===== src/rtl/param_updown_counter_if.sv =====
// Bus bundle for param_updown_counter: control inputs, load/limit data and
// gated count outputs. The slave modport is the counter; the master drives it.
interface param_updown_counter_if #(
    parameter int unsigned WIDTH = 8,
    parameter int unsigned PRE_W = 4
);
    logic             ena;
    logic             load;
    logic [WIDTH-1:0] load_val;
    logic             cnt_en;
    logic             up_dn;
    logic             sat;
    logic [WIDTH-1:0] limit;
    logic [PRE_W-1:0] prescale;
    logic             oe_n;
    logic [WIDTH-1:0] count;
    logic             count_oe;
    logic             tc;

    modport master (
        output ena, load, load_val, cnt_en, up_dn, sat, limit, prescale, oe_n,
        input  count, count_oe, tc
    );

    modport slave (
        input  ena, load, load_val, cnt_en, up_dn, sat, limit, prescale, oe_n,
        output count, count_oe, tc
    );
endinterface


===== src/rtl/param_updown_counter.sv =====
// Parameterised up/down counter with load, wrap/saturate at a programmable
// limit, optional tick prescaler and a registered terminal-count pulse.
// Optional feature macro: PCNT_PRESCALER_EN (prescaler compiled in when defined;
// otherwise every enabled cycle is a tick and the prescale input is unused).
module param_updown_counter #(
    parameter int unsigned WIDTH = 8,
    parameter int unsigned PRE_W = 4
) (
    input  logic                   clk,
    input  logic                   rst_n,
    param_updown_counter_if.slave  bus
);

    logic [WIDTH-1:0] r_count;
    logic             r_tc;
    logic             w_tick;
    logic             w_step;
    logic             w_at_bound;
    logic [WIDTH-1:0] w_count_nxt;

`ifdef PCNT_PRESCALER_EN
    logic [PRE_W-1:0] r_pre_cnt;

    assign w_tick = (r_pre_cnt == bus.prescale);

    // Prescaler: free-running divider, restarted by a load or on each tick
    always_ff @(posedge clk or negedge rst_n) begin
        if (!rst_n) begin
            r_pre_cnt <= '0;
        end else if (bus.ena) begin
            if (bus.load || w_tick) begin
                r_pre_cnt <= '0;
            end else begin
                r_pre_cnt <= r_pre_cnt + PRE_W'(1);
            end
        end
    end
`else
    logic w_unused_prescale;

    assign w_tick            = 1'b1;
    assign w_unused_prescale = ^bus.prescale;
`endif

    // A counting step only happens on a tick that is not overridden by load
    assign w_step     = w_tick & bus.cnt_en & ~bus.load;
    assign w_at_bound = bus.up_dn ? (r_count >= bus.limit) : (r_count == '0);

    // Next counter value: load has priority, then boundary-aware up/down step
    always_comb begin
        w_count_nxt = r_count;
        if (bus.load) begin
            w_count_nxt = bus.load_val;
        end else if (w_step) begin
            if (bus.up_dn) begin
                if (!w_at_bound) begin
                    w_count_nxt = r_count + WIDTH'(1);
                end else if (!bus.sat) begin
                    w_count_nxt = '0;
                end
            end else begin
                if (!w_at_bound) begin
                    w_count_nxt = r_count - WIDTH'(1);
                end else if (!bus.sat) begin
                    w_count_nxt = bus.limit;
                end
            end
        end
    end

    // Counter and terminal-count registers; ena=0 freezes both
    always_ff @(posedge clk or negedge rst_n) begin
        if (!rst_n) begin
            r_count <= '0;
            r_tc    <= 1'b0;
        end else if (bus.ena) begin
            r_count <= w_count_nxt;
            r_tc    <= w_step & w_at_bound;
        end
    end

    assign bus.count    = bus.oe_n ? '0 : r_count;
    assign bus.count_oe = ~bus.oe_n;
    assign bus.tc       = r_tc;

endmodule


===== src/flat_wrapper.sv =====
// flat-port wrapper written by rule: the top's interface ports become plain ports
module param_updown_counter_flat 
#(
    parameter int unsigned WIDTH = 8,
    parameter int unsigned PRE_W = 4
)
  (clk, rst_n, bus_ena, bus_load, bus_load_val, bus_cnt_en, bus_up_dn, bus_sat, bus_limit, bus_prescale, bus_oe_n, bus_count, bus_count_oe, bus_tc);
  param_updown_counter_if #(.WIDTH(WIDTH), .PRE_W(PRE_W)) bus_i ();
  input  logic clk;
  input  logic rst_n;
  input wire logic [$bits(bus_i.ena)-1:0] bus_ena;
  input wire logic [$bits(bus_i.load)-1:0] bus_load;
  input wire logic [$bits(bus_i.load_val)-1:0] bus_load_val;
  input wire logic [$bits(bus_i.cnt_en)-1:0] bus_cnt_en;
  input wire logic [$bits(bus_i.up_dn)-1:0] bus_up_dn;
  input wire logic [$bits(bus_i.sat)-1:0] bus_sat;
  input wire logic [$bits(bus_i.limit)-1:0] bus_limit;
  input wire logic [$bits(bus_i.prescale)-1:0] bus_prescale;
  input wire logic [$bits(bus_i.oe_n)-1:0] bus_oe_n;
  output wire logic [$bits(bus_i.count)-1:0] bus_count;
  output wire logic [$bits(bus_i.count_oe)-1:0] bus_count_oe;
  output wire logic [$bits(bus_i.tc)-1:0] bus_tc;
  assign bus_i.ena = bus_ena;
  assign bus_i.load = bus_load;
  assign bus_i.load_val = bus_load_val;
  assign bus_i.cnt_en = bus_cnt_en;
  assign bus_i.up_dn = bus_up_dn;
  assign bus_i.sat = bus_sat;
  assign bus_i.limit = bus_limit;
  assign bus_i.prescale = bus_prescale;
  assign bus_i.oe_n = bus_oe_n;
  assign bus_count = bus_i.count;
  assign bus_count_oe = bus_i.count_oe;
  assign bus_tc = bus_i.tc;
  param_updown_counter #(.WIDTH(WIDTH), .PRE_W(PRE_W)) u_core (.clk(clk), .rst_n(rst_n), .bus(bus_i));
endmodule

===== config.mk =====
export PLATFORM = sky130hd
export DESIGN_NAME = param_updown_counter_flat
export DESIGN_NICKNAME = d
export VERILOG_FILES = /design/src/rtl/param_updown_counter_if.sv /design/src/rtl/param_updown_counter.sv /design/src/flat_wrapper.sv
export SDC_FILE = /design/constraint.sdc
export NUM_CORES = 1
export LEC_CHECK = 0
export CAP_MARGIN = 20
export CORE_MARGIN = 8
export CORE_UTILIZATION = 30
export CTS_CLUSTER_DIAMETER = 100
export CTS_CLUSTER_SIZE = 24
export DETAILED_ROUTE_END_ITERATION = 10
export SLEW_MARGIN = 15
export SYNTH_ARGS = -nofsm -noshare
export SYNTH_HDL_FRONTEND = slang
export SYNTH_SLANG_ARGS = --single-unit

===== constraint.sdc =====
create_clock -name clk -period 3.6 [get_ports clk]
set_input_delay 0.54 -clock clk [delete_from_list [all_inputs] [get_ports clk]]
set_output_delay 0.54 -clock clk [all_outputs]
set_load 0.02 [all_outputs]

==> results.sh <==
export IMPL_outcome="complete, no violations"
export IMPL_syn2layout_area_growth_pct=32.03
export IMPL_finalWirelength_um=3523
export IMPL_grt_antenna_before_repair=0
export IMPL_yosys_cell_types_count=46
export IMPL_postSynthCellCount=147
export IMPL_grt_max_degree=17
export IMPL_insertedDiodeCount=0
export IMPL_gp_congestion=0.9016
export IMPL_cts_buffers=3
export IMPL_master_of_the_slowest_instance_on_the_critical_path="sky130_fd_sc_hd__nor3_1"
export IMPL_cts_tree="done"
export IMPL_die_h_um=78.08
export IMPL_setup_viol=0
export IMPL_timing_critical_path_buf_inv=2
export IMPL_async_flop_share=1.000
export IMPL_row_count=22
export IMPL_layout_worst_path_cycle_share=0.7763
export IMPL_clkLatencyLatePin_ps=230
export IMPL_rr_endpoint="u_core.r_count[2]$_DFFE_PN0P_"
export IMPL_hold_viol_final=0
export IMPL_combPwrFrac=0.535
export IMPL_worst_setup_hold_path_clk_slew_ps=50
export IMPL_worstRegToRegCells=8
export IMPL_endpoint_kind="flip-flop"
export IMPL_slew_limit_headroom=0.5868
export IMPL_cap_viol_max_count=0
export IMPL_worstPathArrival_ps=2930
export IMPL_unrepaired_setup_endpoints_after_global_routing="false"
export IMPL_fin_tns_setup_ps=0
export IMPL_switchingPower_mw=0.3191
export IMPL_synth_edf_count=0
export IMPL_timing_critical_path_to="u_core.r_count[2]$_DFFE_PN0P_"
export IMPL_syn_mean_instance_area_um2=7.865
export IMPL_path_class="in -> reg"
export IMPL_clock_skew_final_ps=4.373
export IMPL_cts_hold_repair_buffers=0
export IMPL_antenna_violating_nets_post_route=0
export IMPL_p_int_mw=0.3921
export IMPL_seqPwrFrac=0.298
export IMPL_clock_tree_htree_level_count=1
export IMPL_placeableCoreArea_um2=3689
export IMPL_r2r_setup_slack_ps=980
export IMPL_cts_root_buf="sky130_fd_sc_hd__clkbuf_8"
export IMPL_crit_cells=9
export IMPL_worst_path_dominant_cell_family="compound AO/OA/AOI/OAI gates"
export IMPL_chipWidth_um=78.08
export IMPL_launch_point_of_the_worst_reg_to_reg_path="u_core.r_count[0]$_DFFE_PN0P_"
export IMPL_number_of_drc_violations_after_detailed_routing=0
export IMPL_synth_top_flop_cell="sky130_fd_sc_hd__dfrtp_1"
export IMPL_max_clock_path_buffers=2
export IMPL_startpoint="bus_limit[2]"
export IMPL_number_of_cells_upsized_or_downsized_after_cts=0
export IMPL_cts_setup_buffers=0
export IMPL_total_power_mw=0.7112
export IMPL_fin_worst_hold_slack_ps=621.9
export IMPL_gr_usage_all_layers=0.1136
export IMPL_hp_class="in -> async"
export IMPL_placement_cell_area_um2=1481
export IMPL_grt_pass1_wl_um=5754
export IMPL_post_synthesis_instance_area_um2=1156
export IMPL_die_area_um2=6096
export IMPL_finalWorstPathRequiredPeriod_ps=2795
export IMPL_wl_per_cell_um=15.87
export IMPL_total_leakage_power_nw=0.6346
export IMPL_cts_num_sinks=9
export IMPL_synth_nets=185
export IMPL_yosysWarnings=0
export IMPL_max_freq_mhz=357.8
export IMPL_timing_critical_path_cells="clkdlybuf4s50_1 -> inv_1 -> ha_1 -> a31oi_1 -> nor2b_1 -> o2111a_1 -> nor3_1 -> a311oi_1 -> o32ai_1"
export IMPL_drv_slew=0
export IMPL_finish_net_count=213
export IMPL_cp_max_fo=5
export IMPL_layout_drive_gt1_share=0.07471
export IMPL_clkPwrFrac=0.167
export IMPL_initialDrtViolationCount=122
export IMPL_ios=38
export IMPL_initial_core_util=0.3134
export IMPL_grt_overflow_total=0
export IMPL_vdd_ir_drop_max_uv=228.3
export IMPL_least_margin_pin_slew_ps=615.1
export IMPL_hpwl_um=2813
export IMPL_input_output_buffers=33
export IMPL_critical_path_startpoint_type="input port"
export IMPL_crit_required_ps=3730
export IMPL_critical_path_max_stage_delay_ps=540
export IMPL_avgViaCountPerCell=5.541
export IMPL_ys_seq_elements=9
export IMPL_detailroute_via_count=1230
export IMPL_drt_pass1_iterations=4
export IMPL_utilization=0.4138
export IMPL_pwr_density_cell_nw_per_um2=465.9
export IMPL_grt_pass1_vias=1208
export IMPL_fin_area_um2=1526
export IMPL_power_switching_share=0.4486
export IMPL_synth_seq_area_share=0.1948
## power by group through the flow
stage / registers (mW) / logic [mW] / clock network, mW
2_1_floorplan: 0.159 / 0.318 / 0
3_3_place_gp: 0.208 / 0.370 / 0
3_5_place_dp: 0.212 / 0.379 / 0
4_1_cts: 0.210 / 0.381 / 0.119
5_1_grt: 0.217 / 0.421 / 0.127
6_report: 0.212 / 0.381 / 0.119
## metrics by stage
stage	worst slack (ps)	cells
floorplan	1263	147
global placement	613.9	218
detailed placement	585.3	218
CTS	824.6	222
global route	661.8	222
finish	805.4	222
## worst min path at each step
stage	startpoint	to	slack, ps	depth (start not counted)
4_1_cts	rst_n	u_core.r_count[4]$_DFFE_PN0P_	640	1
3_5_place_dp	u_core.bus.tc$_DFFE_PN0P_	u_core.bus.tc$_DFFE_PN0P_	620	2
3_3_place_gp	u_core.bus.tc$_DFFE_PN0P_	u_core.bus.tc$_DFFE_PN0P_	580	2
5_1_grt	rst_n	u_core.r_count[4]$_DFFE_PN0P_	640	1
6_report	rst_n	u_core.r_count[4]$_DFFE_PN0P_	620	1
2_1_floorplan	rst_n	u_core.bus.tc$_DFFE_PN0P_	240	0
## Yosys cell counts, types with 3 or more instances
library cell	count	area, um2
sky130_fd_sc_hd__nor2_1	15	56.30
sky130_fd_sc_hd__a22o_1	3	26.28
sky130_fd_sc_hd__o41ai_1	3	26.28
sky130_fd_sc_hd__nor3_1	5	25.02
sky130_fd_sc_hd__nor2b_1	7	43.79
sky130_fd_sc_hd__o21ai_0	3	15.01
sky130_fd_sc_hd__inv_1	16	60.06
sky130_fd_sc_hd__nand3_1	6	30.03
sky130_fd_sc_hd__nand2_1	5	18.77
sky130_fd_sc_hd__ha_1	10	125.1
sky130_fd_sc_hd__a31oi_1	3	18.77
sky130_fd_sc_hd__xnor2_1	3	26.28
sky130_fd_sc_hd__clkbuf_1	6	22.52
sky130_fd_sc_hd__a21oi_1	13	65.06
sky130_fd_sc_hd__o31ai_1	3	22.52
sky130_fd_sc_hd__dfrtp_1	9	225.2
## per-layer routing
layer | GRT usage | routed length [um] | vias to the layer above
li1 | - | - | 601
met5 | 0 | 0 | -
met3 | 0.02733 | 196 | 2
met1 | 0.1494 | 1678 | 588
met4 | 0.03704 | 15 | 0
met2 | 0.1773 | 1632 | 39
## logic make-up after synthesis
kind of cell | after synthesis | share of synthesized area
adder cells (fa/ha/maj) | 10 | 0.1082
flip-flops | 9 | 0.1948
AND/OR/NAND/NOR | 51 | 0.2543
buffers and inverters | 26 | 0.1082
multiplexers | 1 | 0.009740
XOR/XNOR | 5 | 0.03789
AO/OA/AOI/OAI | 45 | 0.2868
## sequential cells by signal, summed over array words and instances (netlist names)
register / count
u_core.bus.tc: 1
u_core.r_count: 8
## final cells by class
cell class | count | area [um2]
multi-input cells | 112 | 805.8
well taps | 48 | 60.06
clock buffers | 4 | 45.04
repair buffers | 33 | 330.3
inverters | 16 | 60.06
flip-flops and latches | 9 | 225.2
fillers | 391 | 2162
## worst register-to-register path: stages (launching register included)
cell                       delay [ps]
sky130_fd_sc_hd__dfrtp_1          570
sky130_fd_sc_hd__inv_1            150
sky130_fd_sc_hd__ha_1             300
sky130_fd_sc_hd__a31oi_1          140
sky130_fd_sc_hd__nor2b_1           80
sky130_fd_sc_hd__o2111a_1         290
sky130_fd_sc_hd__nor3_1           540
sky130_fd_sc_hd__a311oi_1         190
sky130_fd_sc_hd__o32ai_1          270
## cell usage in the layout (no fill, tap or decap), types with 5 or more instances in the layout
master	Yosys	layout
sky130_fd_sc_hd__clkdlybuf4s50_1	0	33
sky130_fd_sc_hd__nor2b_1	7	7
sky130_fd_sc_hd__inv_1	16	16
sky130_fd_sc_hd__ha_1	10	10
sky130_fd_sc_hd__nor2_1	15	15
sky130_fd_sc_hd__nor3_1	5	5
sky130_fd_sc_hd__dfrtp_1	9	9
sky130_fd_sc_hd__nand2_1	5	5
sky130_fd_sc_hd__nand3_1	6	6
sky130_fd_sc_hd__a21oi_1	13	13
Note: power is estimated with default switching activity, not from simulation.
